## config.mk

```make
export PLATFORM = sky130hd
export DESIGN_NAME = core_run_ctrl
export DESIGN_NICKNAME = d
export VERILOG_FILES = /design/src/rtl/core_run_ctrl.sv
export SDC_FILE = /design/constraint.sdc
export NUM_CORES = 1
export LEC_CHECK = 0
export ABC_AREA = 1
export ABC_CLOCK_PERIOD_IN_PS = 1850
export BUFFER_PORTS_ARGS = -buffer_cell sky130_fd_sc_hd__buf_2
export CAP_MARGIN = 25
export CORE_MARGIN = 10
export CORE_UTILIZATION = 44
export DETAILED_ROUTE_END_ITERATION = 8
export PLACE_DENSITY = 0.76
export SYNTH_ARGS = -nofsm -noshare
export SYNTH_HDL_FRONTEND = slang
export SYNTH_SLANG_ARGS = --single-unit
```

## constraint.sdc

```tcl
create_clock -name clk -period 1.85 [get_ports clk]
set_input_delay 0 -clock clk [delete_from_list [all_inputs] [get_ports clk]]
set_output_delay 0 -clock clk [all_outputs]
set_load 0.005 [all_outputs]
```

## src/rtl/core_run_ctrl.sv

```systemverilog
// Core run controller: holds core reset RESET_CYCLES after start, runs, counts, stops on ecall/self-loop/timeout.
// All outputs registered; halt detected in the RUN cycle is visible as done one edge later; no backpressure.
module core_run_ctrl #(
  parameter int unsigned RESET_CYCLES = 2,
  parameter int unsigned PC_WIDTH     = 64,
  parameter int unsigned CNT_WIDTH    = 32,
  parameter int unsigned HALT_REPEAT  = 4,
  parameter int unsigned TIMEOUT      = 1024,
  parameter logic [31:0] HALT_INSTR   = 32'h00000073
) (
  input  logic                 clk,
  input  logic                 reset,
  input  logic                 start,
  input  logic [PC_WIDTH-1:0]  pc,
  input  logic [31:0]          instr,
  input  logic                 retire_valid,
  output logic                 core_reset,
  output logic                 running,
  output logic                 done,
  output logic [1:0]           halt_cause,
  output logic [CNT_WIDTH-1:0] cycle_count,
  output logic [CNT_WIDTH-1:0] retired_count
);

  typedef enum logic [1:0] {IDLE, RESET_HOLD, RUN, DONE} state_t;

  localparam int unsigned          STB_W     = $clog2(HALT_REPEAT + 1);
  localparam logic [STB_W-1:0]     STB_LAST  = STB_W'(HALT_REPEAT - 1);
  localparam logic [CNT_WIDTH-1:0] CNT_MAX   = '1;
  localparam logic [CNT_WIDTH-1:0] CNT_ONE   = CNT_WIDTH'(1);
  localparam logic [CNT_WIDTH-1:0] TO_LAST   = CNT_WIDTH'(TIMEOUT - 1);
  localparam logic [7:0]           HOLD_INIT = 8'(RESET_CYCLES - 1);

  state_t                state, next_state;
  logic [7:0]            hold_cnt;
  logic [STB_W-1:0]      stable_cnt;
  logic [PC_WIDTH-1:0]   pc_q;
  logic                  pc_eq, hit_ecall, hit_loop, hit_timeout, halt;
  logic [1:0]            cause_d;
  logic                  core_reset_d, running_d, done_d;

  // pc_q only holds a valid sample once the first RUN cycle has been counted
  always_comb begin
    pc_eq       = (cycle_count != '0) && (pc == pc_q);
    hit_ecall   = retire_valid && (instr == HALT_INSTR);
    hit_loop    = pc_eq && (stable_cnt == STB_LAST);
    hit_timeout = (cycle_count == TO_LAST);
    halt        = (state == RUN) && (hit_ecall || hit_loop || hit_timeout);
    if (hit_ecall)     cause_d = 2'b01;
    else if (hit_loop) cause_d = 2'b10;
    else               cause_d = 2'b11;
  end

  always_ff @(posedge clk or negedge reset) begin
    if (!reset) state <= IDLE;
    else        state <= next_state;
  end

  always_comb begin
    next_state = state;
    case (state)
      IDLE:       if (start) next_state = RESET_HOLD;
      RESET_HOLD: if (hold_cnt == 8'd0) next_state = RUN;
      RUN:        if (halt) next_state = DONE;
      DONE:       if (start) next_state = RESET_HOLD;
      default:    next_state = IDLE;
    endcase
  end

  always_comb begin
    core_reset_d = (next_state != RUN);
    running_d    = (next_state == RUN);
    done_d       = (next_state == DONE);
  end

  always_ff @(posedge clk or negedge reset) begin
    if (!reset) begin
      core_reset <= 1'b1;
      running    <= 1'b0;
      done       <= 1'b0;
    end else begin
      core_reset <= core_reset_d;
      running    <= running_d;
      done       <= done_d;
    end
  end

  always_ff @(posedge clk or negedge reset) begin
    if (!reset) begin
      hold_cnt      <= '0;
      stable_cnt    <= '0;
      pc_q          <= '0;
      halt_cause    <= 2'b00;
      cycle_count   <= '0;
      retired_count <= '0;
    end else begin
      case (state)
        IDLE, DONE: begin
          if (start) begin
            hold_cnt      <= HOLD_INIT;
            stable_cnt    <= '0;
            pc_q          <= '0;
            halt_cause    <= 2'b00;
            cycle_count   <= '0;
            retired_count <= '0;
          end
        end
        RESET_HOLD: begin
          if (hold_cnt != 8'd0) hold_cnt <= hold_cnt - 8'd1;
        end
        RUN: begin
          if (cycle_count != CNT_MAX) cycle_count <= cycle_count + CNT_ONE;
          if (retire_valid && (retired_count != CNT_MAX))
            retired_count <= retired_count + CNT_ONE;
          pc_q       <= pc;
          stable_cnt <= pc_eq ? stable_cnt + STB_W'(1) : '0;
          if (halt) halt_cause <= cause_d;
        end
        default: ;
      endcase
    end
  end

endmodule

```

==> results of run 1 <==
## stage by stage
step | utilization [%] | instance area [sq um]
4_1_cts | 64.1 | 12000
6_report | 67.9 | 12700
2_1_floorplan | - | 8460
5_1_grt | 67.9 | 12700
3_5_place_dp | 56.4 | 10600
3_3_place_gp | 56.4 | 10600
## power groups by stage
stage,sequential [uW],combinational [uW],clock (uW)
after CTS,3750,2540,3540
after global placement,3790,2360,0
after detailed placement,3800,2410,0
final,3770,2840,3500
after global routing,3810,3100,3670
after floorplan,3920,987,0
## synthesized netlist by cell type, types with 12 or more instances
master    count  area share, %
nor3_1       33            2.0
clkbuf_1     15           0.67
o31ai_1      28            2.5
nand3_1      31            1.8
inv_1       177            7.9
a21oi_1      25            1.5
dfrtp_1     145             43
o21ai_0      30            1.8
xor2_1       33            3.4
nor2_1      114            5.1
a22o_1       12            1.2
nand4_1      32            2.4
o22ai_1      53            3.9
nand2_1     293             13
## metal layers
| layer | vias to the layer above | global-route usage [%] |
|---|---|---|
| met5 | - | 0 |
| met4 | 0 | 9.00 |
| met3 | 76 | 4.94 |
| met2 | 459 | 37.9 |
| met1 | 4451 | 26.7 |
| li1 | 4473 | - |
## layout make-up
| type | count | area share (%) |
|---|---|---|
| clock buffers | 18 | 3.45 |
| flip-flops and latches | 146 | 28.7 |
| repair buffers | 412 | 23.7 |
| multi-input cells | 767 | 35.1 |
| clock inverters | 13 | 1.18 |
| diodes | 1 | 0.0196 |
| well taps | 234 | 2.30 |
| inverters | 186 | 5.60 |
## how the worst max path moves through the flow
stage                                    endpoint  slack (ns)  depth (start not counted)
floorplan                 hold_cnt[5]$_DFFE_PN0P_      0.0006                         13
global placement       cycle_count[9]$_DFFE_PN0P_       -0.09                         10
detailed placement        hold_cnt[5]$_DFFE_PN0P_       -0.12                         13
CTS                   cycle_count[28]$_DFFE_PN0P_       -0.08                         11
global route        retired_count[12]$_DFFE_PN0P_       -0.23                         11
finish              retired_count[12]$_DFFE_PN0P_       -0.18                         12
## flip-flops by register name, summed over array words and instances (netlist names), 2 cells and up
name / count
pc_q: 64
cycle_count: 32
retired_count: 32
hold_cnt: 8
stable_cnt: 3
halt_cause: 2
state: 2
## what timing repair did
| action | in CTS | in global routing |
|---|---|---|
| resized for setup | 31 | 137 |
| endpoints found under the hold margin | 157 | 0 |
| hold buffers | 65 | 0 |
| cloned | 0 | 2 |
| buffers inserted | 14 | 23 |
| pin swaps | 19 | 55 |
| setup endpoints to repair | 43 | 97 |
## kinds of logic (layout without fill, tap and decap cells)
logic type	count (synthesis)	in the layout	share of synthesized area, %
flops	146	146	43.3
buf+inv	213	629	10.1
other cells	0	1	0
fa+ha+maj	9	9	1.33
simple gates	549	549	28.4
compound gates	165	165	12.3
xor+xnor	44	44	4.56
==> results by stage, run 1 <==
Detailed routing:
- The length of the first detailed-routing pass in iterations is 5.
- The final route contains 9459 vias.
- The highest layer touched by signal routing is met4.
- The remaining design rule violation count is 0.
- Dividing the detail-routed via count by the number of cells gives 5.32.
- In the final routing, the length of wire on met1 measures 11500 um.
- The remaining number of nets flagged by the antenna check after routing is 0.
- The routed length per instance is 16.5 um.
- The routed design uses 2490 um of met3 wire.
- The detailed router finished its first iteration with 658 violations.
- Wires add up to 29400 um.
- The detailed route wirelength on metal2 is 14500 um.

STA:
- In the final timing run, aggregate negative setup slack is -2.45 ns.
- The number of max-slew violations in the final report is 0.
- The shortest clock period the worst path allows after layout is 2.03 ns.
- The measured slew at the worst slew-check pin is 0.550 ns.
- The number of hold-slack violations in the final timing report is 0.
- The worst-case setup margin in the final layout is -0.184 ns.
- The share of the cycle needed by the critical path after routing is 110%.
- The count of final setup violators is 52.
- The setup clock skew after layout is 0.0141 ns.
- Timing would allow up to 492 MHz.
- The worst relative slew slack is 63.0%.
- The worst slack on hold paths is 0.0788 ns.
- Setup repair after global routing could not meet its margin everywhere.

Floorplan:
- The initial utilization of the core area, before any placement, comes to 45.0%.
- The vertical die dimension is 159 um.
- The row count is 50.
- The full die area is 25100 sq um.
- The die is 159 um wide.
- After floorplanning, the core was sized to cover 18800 sq um.
- The top-level I/O count is 169.

Placed design:
- The sum of net half-perimeters after detailed placement is 19500 um.
- OpenSTA, run right after detailed placement, puts the worst setup slack at -0.122 ns.
- The number of buffer cells added on primary ports is 168.
- The congestion estimate from routability-driven global placement came to 0.962.
- The number of placed cells counting well taps is 1641.

Global route:
- Global routing finished with a remaining overflow of 0.
- The number of global-route vias before repair is 9218.
- The initial antenna violation count is 1.
- The first global-routing pass estimated 45100 um of wire.
- The largest net degree at the start of global routing is 52.
- The total global-route track usage is 22.3%.

Critical path:
- Counting cells, the worst reg-to-reg path comes to 12.
- The gate family responsible for the most delay along the worst path is simple AND/OR/NAND/NOR gates.
- Along the worst path, the maximum fanout reaches 7.
- The largest single stage delay on the critical path is 0.36 ns.
- Walking the worst path, the cells encountered are nand2_1 > nor2_2 > inv_1 > nor2_4 > nand2_2 > o31ai_4 > nand2_2 > nand2_8 > buf_4 > buf_8 > nor3_1 > nor3_1.
- The critical path contains buffers and inverters numbering 3 combined.
- The critical path endpoint category is a flop.
- The endpoint of the lowest-slack register-to-register path is retired_count[12]$_DFFE_PN0P_.
- The launch point of the worst reg-to-reg path is retired_count[14]$_DFFE_PN0P_.
- The largest individual stage delay along the critical path comes from the cell dfrtp_1.
- The data arrival at the endpoint of the critical path is 2.37 ns.
- The first element of the critical path is retired_count[14]$_DFFE_PN0P_.
- The worst setup path is of the flop to flop kind.
- Data on the critical path is required at its endpoint by 2.18 ns.
- STA classifies the critical path startpoint as a flop.
- In this run the register-to-register setup slack is -0.18 ns.

Finish:
- In the final layout, the multi-input gates occupy 4470 sq um.
- In the final layout, the share of cells above drive strength 1 is 35.1%.
- Relative to the synthesized area, the layout overhead comes to 50.9%.
- The register area is 3660 sq um.
- The library cells used most frequently in the layout, excluding fill and tap cells, are 268 x nand2_1, 167 x buf_2, 161 x inv_1.
- The final standard cell count with taps included and fillers excluded is 1777.
- Leaving out fill and tap cells, the most frequent cell in the layout is nand2_1.
- The number of nets in the layout is 1639.
- After filler insertion, the fill cell instance count of the layout stands at 1379.

CTS:
- The longest clock path from root to sink contains 2 buffers.
- TritonCTS built the clock tree.
- The CTS H-tree depth is 4.
- The tree built by TritonCTS fans out to 146 sinks.
- Clock-pin slew was measured on the worst setup and hold paths at 0.07 ns.
- The number of buffers inserted during clock tree synthesis is 17.
- For the worst-skew pair, the clock arrives at the later sink with an insertion delay of 0.43 ns.
- The root buffer selected by CTS is clkbuf_16.

Pwr:
- The standby leakage power is 0.00649 uW.
- The internal power of the cells totals 6870 uW.
- The fraction of power consumed by sequential logic is 37.3%.
- The fraction of power consumed by the clock network is 34.6%.
- The total power draw is 10100 uW.
- The portion of total power attributed to combinational logic is 28.1%.
- The switching power as a share of total power is 32.0%.
- The worst vdd rail ir drop is 0.730 mV.
- The total power divided by cell area is 793 nW/um^2.
- Summed over all nets, the switching power comes to 3240 uW.

Min path:
- The tightest min-delay check is of the input port to asynchronous set/reset pin type.

Synth:
- The number of enable flip-flop cells after synthesis is 0.
- The number of warning messages in the yosys log is 0.
- The proportion of synthesized flip-flops having asynchronous set or reset is 100%.
- The total nets after synthesis is 1235.
- Sequential elements use 43.3% of the synthesized area.
- The synthesized netlist contains 43 unique library cells.
- The post-synthesis average cell area is 7.50 sq um.
- The flip-flop and latch count after synthesis is 146.
- The dominant synthesized flop cell is dfrtp_1.
- The area of the mapped netlist is 8440 sq um.
- The post-synthesis instance total is 1126.

Outcome:
- The final reports fail on negative setup slack.
- The flow ran to the end, but the final reports show violations.

Flow run:
- The total of max-cap violations is 0.
Note: power is estimated with default switching activity, not from simulation.
==> run 2: changes to the inputs <==
--- a/config.mk
+++ b/config.mk
@@ -12,7 +12,7 @@
 export CORE_MARGIN = 10
 export CORE_UTILIZATION = 44
 export DETAILED_ROUTE_END_ITERATION = 8
-export PLACE_DENSITY = 0.76
+export PLACE_DENSITY = 0.69
 export SYNTH_ARGS = -nofsm -noshare
 export SYNTH_HDL_FRONTEND = slang
 export SYNTH_SLANG_ARGS = --single-unit
==> run 2 against run 1 <==
The run still ends with negative setup slack left. Power grew 1.6%. Routed wire length shrank 2.0%. Via count shrank 1.6%. Clock skew grew 0.0015 ns. First-iteration DRC count grew 1.7%. Sequential cell count is the same. Largest cell class unchanged. Largest power group unchanged.
==> results by stage, run 2 (same netlist as run 1, synthesis figures left out) <==
Outcome:
- The flow ran to the end, but the final reports show violations.
- The final reports fail on negative setup slack.

Finish:
- The library cell used most frequently in the layout, excluding fill and tap cells, is nand2_1.
- The area of all placed cells without fillers is 13000 sq um.
- In the layout the commonest cells are 257 x nand2_1, 167 x buf_2, 166 x inv_1.
- The largest registers in the layout are pc_q (64), cycle_count (32), retired_count (32).
- Counting flops per register, the top entry is pc_q.
- From synthesis to final layout, the design area changed by 53.8%.
- The register with the most flip-flops in the layout has 64 of them.
- The fill cell total of the finished layout is 1377.
- The finished layout holds 1782 standard cells, fillers aside.
- The post-route netlist has 35.7% of its cells at a drive strength greater than 1.
- The number of nets in the layout is 1643.

STA:
- Derived from the worst setup path, the maximum achievable clock frequency is 489 MHz.
- Setup violations remaining at the end of the flow were counted as 50.
- The number of hold-slack violations in the final timing report is 0.
- Clock skew on the completed layout was measured at 0.0156 ns.
- Setup repair after global routing could not meet its margin everywhere.
- Once routing completed, OpenROAD measured the worst setup slack at -0.195 ns.
- The shortest clock period the worst path allows after layout is 2.04 ns.
- The number of max-slew violations in the final report was 0.
- The worst path uses 111% of the clock period.
- For the pin with the worst max-slew slack, the measured transition is 0.569 ns.
- The worst relative slew slack is 62.1%.

Detailed routing:
- Dividing the detail-routed wire length by the instance count gives 16.2 um.
- The via-per-instance ratio is 5.22.
- The length of the first detailed-routing pass in iterations is 8.
- In this run, the number of DRC markers left after iteration 0 of detailed routing was 669.
- The remaining number of nets flagged by the antenna check after routing is 0.
- The remaining design rule violation count is 0.
- The detailed-route wire length is 28800 um.
- Detailed routing inserted a total of 9310 vias.

Floorplan:
- The starting utilization of the core area is 45.0%.
- The die is 159 um tall.
- The top-level I/O count is 169.
- The row count is 50.
- The die is 159 um wide.
- The die covers 25100 sq um.
- The core region is 18800 sq um.

Critical path:
- The launch point of the worst reg-to-reg path is retired_count[10]$_DFFE_PN0P_.
- Walking the worst path, the cells encountered are nand2_2 > inv_2 > nand3_2 > nor2_2 > nand2_2 > o31ai_2 > nand2_1 > nand2_4 > buf_12 > clkbuf_16 > o31ai_1.
- The critical path required time is 2.13 ns.
- The count of buffering cells on the critical path with inverters included is 3.
- The number of cells traversed by the worst register-to-register path is 11.
- The gate family responsible for the most delay along the worst path is simple AND/OR/NAND/NOR gates.
- On the worst path, the slowest cell contributes a delay of 0.40 ns.
- For the worst setup path, the data arrival time is 2.33 ns.
- The endpoint of the lowest-slack register-to-register path is retired_count[8]$_DFFE_PN0P_.
- In this run the worst path has a maximum fanout of 8.
- Setup slack on the worst reg-to-reg path comes out at -0.19 ns.
- The startpoint class of the critical path is a flop.
- The critical path endpoint category is a flop.
- The dominant cell type by count on the critical path is nand2_2.
- By startpoint and endpoint, the worst setup path is classified as flop to flop.
- The critical path's slowest cell is dfrtp_1.

Global route:
- Global routing finished with a remaining overflow of 0.
- The number of global-route vias before repair is 8993.
- The first global-routing pass estimated 43700 um of wire.
- The largest net degree at the start of global routing is 52.
- The initial antenna violation count is 1.
- The total global-route track usage is 21.5%.

Placed design:
- The global placer's final weighted congestion is 0.990.
- Port buffering added 168 buffers.
- The number of placed cells counting well taps is 1636.
- Summed over all nets, the half-perimeter wirelength after detailed placement is 18900 um.
- The placed instances occupy a cell area of 10600 sq um.

CTS:
- The number of buffers inserted during clock tree synthesis is 17.
- The maximum count of clock buffers along a single path is 2.
- The CTS sink count is 146.
- The later pin in the worst-skew pair is clocked with a latency of 0.43 ns.
- The CTS H-tree depth is 4.
- The tree is rooted in a clkbuf_16.
- TritonCTS built the clock tree.
- After clock tree synthesis, the clock-pin slew on the worst setup and hold paths is 0.07 ns.

Flow run:
- Across the run, the number of max-cap violations was 0.

Min path:
- The endpoint of the worst hold-timing path is halt_cause[0]$_DFFE_PN0P_.
- The instance count along the most critical hold path is 6.
- The kind of path behind the tightest hold check is input port to flop.
- The worst hold path begins at instr[12].

Pwr:
- For this design the static power due to leakage is 0.00664 uW.
- Power spread over the standard cell area amounts to 791 nW/um^2.
- The design draws 10300 uW.
- IR analysis of the VDD net gives a maximum drop of 0.627 mV.
[run 2: how the worst max path moves through the flow]
stage	start	endpoint	slack, ns	cells past startpoint
after floorplan	state[0]$_DFF_PN0_	hold_cnt[5]$_DFFE_PN0P_	0.0006	13
after global placement	state[0]$_DFF_PN0_	cycle_count[17]$_DFFE_PN0P_	-0.12	10
after detailed placement	cycle_count[0]$_DFFE_PN0P_	cycle_count[28]$_DFFE_PN0P_	-0.16	11
after CTS	retired_count[10]$_DFFE_PN0P_	retired_count[23]$_DFFE_PN0P_	-0.007	10
after global routing	retired_count[10]$_DFFE_PN0P_	retired_count[18]$_DFFE_PN0P_	-0.26	11
final	retired_count[10]$_DFFE_PN0P_	retired_count[8]$_DFFE_PN0P_	-0.19	11
[run 2: what timing repair did]
action | CTS | global route
gates resized for setup | 23 | 164
pin swaps | 11 | 50
hold endpoints to repair | 209 | 0
cloned | 1 | 4
hold buffers | 65 | 0
endpoints found under the setup margin | 35 | 102
buffers inserted | 13 | 30
[run 2: per-layer routing]
layer	routed length (um)	vias to the layer above	global-route usage, %
met1	11900	4385	27.0
met4	857	0	6.70
met2	14000	365	36.3
met5	0	-	0
met3	2120	79	4.51
li1	-	4481	-
[run 2: power by group]
part / internal [uW] / switching [uW]
Combinational: 1370 / 1560
Sequential: 3530 / 252
Clock: 2030 / 1530
Total: 6930 / 3340
[run 2: layout make-up]
cell class              count  area (sq um)  share of cell area, %
repair buffers            416          3140                   24.2
multi-input cells         767          4590                   35.4
inverters                 186           707                   5.44
clock inverters            15           171                   1.32
diodes                      1          2.50                 0.0193
well taps                 234           293                   2.25
clock buffers              17           425                   3.28
flip-flops and latches    146          3660                   28.2
[run 2: worst min-delay path: stages]
cell and delay [ns]:
buf_2 0.07, nor4_1 0.03, nand2_1 0.05, nor3_1 0.09
o21ai_2 0.14, o21ai_1 0.06
[run 2: through the flow]
stage	TNS, ns	hold WS, ns	utilization, %	setup WS [ns]
after global routing	-9.59	0.0923	69.2	-0.259
after global placement	-1.32	-0.0170	56.2	-0.120
after floorplan	0	-0.296	-	0.000630
after CTS	-0.0243	0.0322	64.0	-0.00655
final	-4.59	0.0635	69.2	-0.195
after detailed placement	-1.89	-0.0172	56.2	-0.159
==> run 3: changes to the inputs <==
--- a/config.mk
+++ b/config.mk
@@ -9,7 +9,7 @@
 export ABC_CLOCK_PERIOD_IN_PS = 1850
 export BUFFER_PORTS_ARGS = -buffer_cell sky130_fd_sc_hd__buf_2
 export CAP_MARGIN = 25
-export CORE_MARGIN = 10
+export CORE_MARGIN = 3
 export CORE_UTILIZATION = 44
 export DETAILED_ROUTE_END_ITERATION = 8
 export PLACE_DENSITY = 0.69
==> run 3 against run 2 <==
Cell count shrank 0.22%. Combinational power fell by 3%. Sequential share of layout area increased by 0.14 points. Core utilization shrank 0.30 points. Largest cell class unchanged. Via count is 0.29% higher. The run still ends with negative setup slack left. Worst setup slack improved by 0.0050 ns. Global-route usage grew 2.9 points. Sequential power hardly changed. Cell area fell by 0.43%. First-iteration DRC count up 6.7%. Critical path type unchanged. Clock-buffer cell count rose by 1. Routed wire length is 5.1% lower.
==> results by stage, run 3 (same netlist as run 1, synthesis figures left out) <==
Placed design:
- The number of placed cells counting well taps is 1650.
- The number of buffer cells added on primary ports is 168.
- Routability-driven placement finished with a final weighted congestion of 0.954.
- The worst setup timing slack at the placement stage is -0.135 ns.
- Summed over all nets, the half-perimeter wirelength after detailed placement is 17900 um.

STA:
- The worst slack on hold paths is 0.0566 ns.
- The worst relative slew slack is 65.2%.
- The worst path uses 110% of the clock period.
- Setup violations remaining at the end of the flow were counted as 38.
- The number of max-slew violations in the final report is 0.
- The smallest clock period supported by the final layout is computed as 2.04 ns.
- Setup repair after global routing could not meet its margin everywhere.
- After layout, the worst setup slack is -0.190 ns.
- The number of hold-slack violations in the final timing report came to 0.
- For the final database, setup skew stands at 0.0155 ns.
- The measured slew at the worst slew-check pin is 0.519 ns.
- The peak clock frequency supported by timing is 490 MHz.

Critical path:
- The critical path endpoint category is a flop.
- The critical path is of the flop to flop type.
- The count of buffering cells on the critical path with inverters included is 1.
- Walking the worst path, the cells encountered are inv_1 > nor3_2 > nand2_1 > nor2_1 > nand4_1 > nand2_8 > nor2_4 > nand2_2 > nor2_2 > o21ai_1 > a21oi_1.
- Among all stages on the critical path, the largest delay is contributed by dfrtp_1.
- The critical path required time is 2.15 ns.
- In this run the worst path has a maximum fanout of 7.
- For the worst setup path, the data arrival time is 2.34 ns.
- The largest single stage delay on the critical path is 0.36 ns.
- The gate family responsible for the most delay along the worst path is simple AND/OR/NAND/NOR gates.
- The startpoint class of the critical path is a flop.

Floorplan:
- The top-level I/O count is 169.
- The vertical die dimension is 145 um.
- The floorplan step defined a core boundary enclosing 18800 sq um.
- The full die area is 20900 sq um.
- Row generation in the floorplan step produced 50 rows.
- The overall die width is 145 um.
- The starting utilization of the core area is 45.0%.

Global route:
- The initial antenna violation count is 1.
- Across every metal layer, demand over resource in global routing totals 24.4%.
- The global-route wire length before repair is 40900 um.
- The global-route congestion overflow total is 0.
- The number of global-route vias before repair came to 8731.
- The largest net degree at the start of global routing is 52.

Finish:
- In the final layout, the registers with the most flip-flops are pc_q (64), cycle_count (32), retired_count (32).
- The register with the most flip-flops in the layout has 64 of them.
- The layout has 1413 filler cells.
- The number of nets in the layout is 1640.
- The register with the most flip-flops is pc_q.
- The area added between synthesis and finish is 53.2%.
- The multi-input gate area in the final layout is 4610 sq um.
- The final standard cell count with taps included and fillers excluded is 1778.
- The register area is 3660 sq um.
- The repair_antennas step left the layout with diodes totalling 0.
- Leaving out fill and tap cells, the most frequent cells in the layout are 261 x nand2_1, 167 x buf_2, 165 x inv_1.
- The leading cell type in the layout, fill and taps excluded is nand2_1.
- Of the cells placed in the final design, the portion with a size suffix greater than 1 is 35.4%.

Pwr:
- In this run switching power makes up 32.4% of total power.
- Sequential cells burn 37.5% of the power.
- The share of total power dissipated in the clock network is 34.3%.
- The switching power is 3250 uW.
- Internal power comes to 6790 uW.
- Power spread over the standard cell area amounts to 776 nW/um^2.
- The worst vdd rail ir drop is 0.668 mV.
- The portion of total power attributed to combinational logic is 28.2%.
- The standby leakage power is 0.00663 uW.
- The total power draw is 10000 uW.

Detailed routing:
- The remaining number of nets flagged by the antenna check after routing is 0.
- The length of the first detailed-routing pass in iterations is 5.
- In this run, the number of DRC markers left after iteration 0 of detailed routing was 714.
- The final layout contains routed wiring with a total length of 27300 um.
- Using the TritonRoute via totals, the vias-per-cell ratio works out to 5.25.
- For this run, design rule violations remaining after detail routing come to 0.
- After detailed routing, the average wire length per cell comes to 15.4 um.
- The overall via count from detail_route is 9337.

Outcome:
- The checks that failed: negative setup slack.
- The flow ran to the end, but the final reports show violations.

Min path:
- In this run the worst hold path is classified as input port to flop.

CTS:
- Counting the buffers created by CTS gives 17.
- The clock tree from TritonCTS is done.
- The clock latency on the worst-skew pair is 0.43 ns.
- The CTS H-tree depth is 4.
- Clock tree synthesis found a total of 146 sinks.
- After clock tree synthesis, the clock-pin slew on the worst setup and hold paths is 0.06 ns.
- In this run the deepest clock path goes through 2 buffers.
- The root buffer selected by CTS is clkbuf_16.

Flow run:
- The total of max-cap violations is 0.
run 3: changes by cell type in the layout (fill, tap and decap cells not counted), sizes merged:
cell and change:
buf -1, bufinv -1, clkbuf -1, clkinv -1
diode -1, inv +1
run 3: routing by layer:
metal	wire length, um	share of wire, %	GRT usage (%)	up-vias
li1	-	-	-	4473
met4	664	2.4	7.51	2
met1	11100	41	30.9	4423
met2	13800	50	42.6	379
met3	1780	6.5	4.50	60
met5	9	0.033	0	-
run 3: path summary, 6_finish.rpt:
check	to	startpoint	cells after the start	slack, ns
worst min register to register	halt_cause[1]$_DFFE_PN0P_	halt_cause[1]$_DFFE_PN0P_	2	0.51
worst max-delay path	cycle_count[28]$_DFFE_PN0P_	cycle_count[16]$_DFFE_PN0P_	11	-0.19
max in group asynchronous	cycle_count[26]$_DFFE_PN0P_	reset	3	1.13
worst max register to register	cycle_count[28]$_DFFE_PN0P_	cycle_count[16]$_DFFE_PN0P_	11	-0.19
min in group asynchronous	retired_count[16]$_DFFE_PN0P_	reset	2	0.08
worst min-delay path	halt_cause[0]$_DFFE_PN0P_	instr[28]	6	0.06
run 3: worst register-to-register path, stage by stage, from the launching register on:
cell and delay, ns:
dfrtp_1 0.36, inv_1 0.09, nor3_2 0.28, nand2_1 0.13
nor2_1 0.16, nand4_1 0.26, nand2_8 0.22, nor2_4 0.08
nand2_2 0.12, nor2_2 0.07, o21ai_1 0.11, a21oi_1 0.05
run 3: power groups by stage:
| stage | sequential, uW | clock, uW | combinational [uW] |
|---|---|---|---|
| finish | 3760 | 3440 | 2840 |
| global route | 3810 | 3640 | 3100 |
| CTS | 3740 | 3490 | 2570 |
| detailed placement | 3800 | 0 | 2430 |
| global placement | 3790 | 0 | 2400 |
| floorplan | 3920 | 0 | 987 |
run 3: per-stage QoR:
step           TNS, ns  instance area, sq um  utilization (%)
5_1_grt         -10.64                 12900             68.9
2_1_floorplan        0                  8460                -
3_5_place_dp     -3.31                 10700             56.9
6_report         -3.33                 12900             68.9
3_3_place_gp     -1.36                 10700             56.9
4_1_cts        -0.0669                 12200             64.9
run 3: area by class of cell:
| type | instances | share of cell area (%) |
|---|---|---|
| Clock buffer | 18 | 3.40 |
| Multi-Input combinational cell | 767 | 35.6 |
| Sequential cell | 146 | 28.3 |
| Clock inverter | 14 | 1.10 |
| Inverter | 186 | 5.53 |
| Timing Repair Buffer | 413 | 23.8 |
| Tap cell | 234 | 2.26 |
run 3: repair_timing:
item | 4_1_cts | 5_1_grt
resized for setup | 37 | 158
endpoints found under the hold margin | 210 | 0
setup buffers | 14 | 16
pin swaps | 13 | 52
cloned | 1 | 2
endpoints found under the setup margin | 103 | 139
hold buffers | 65 | 0
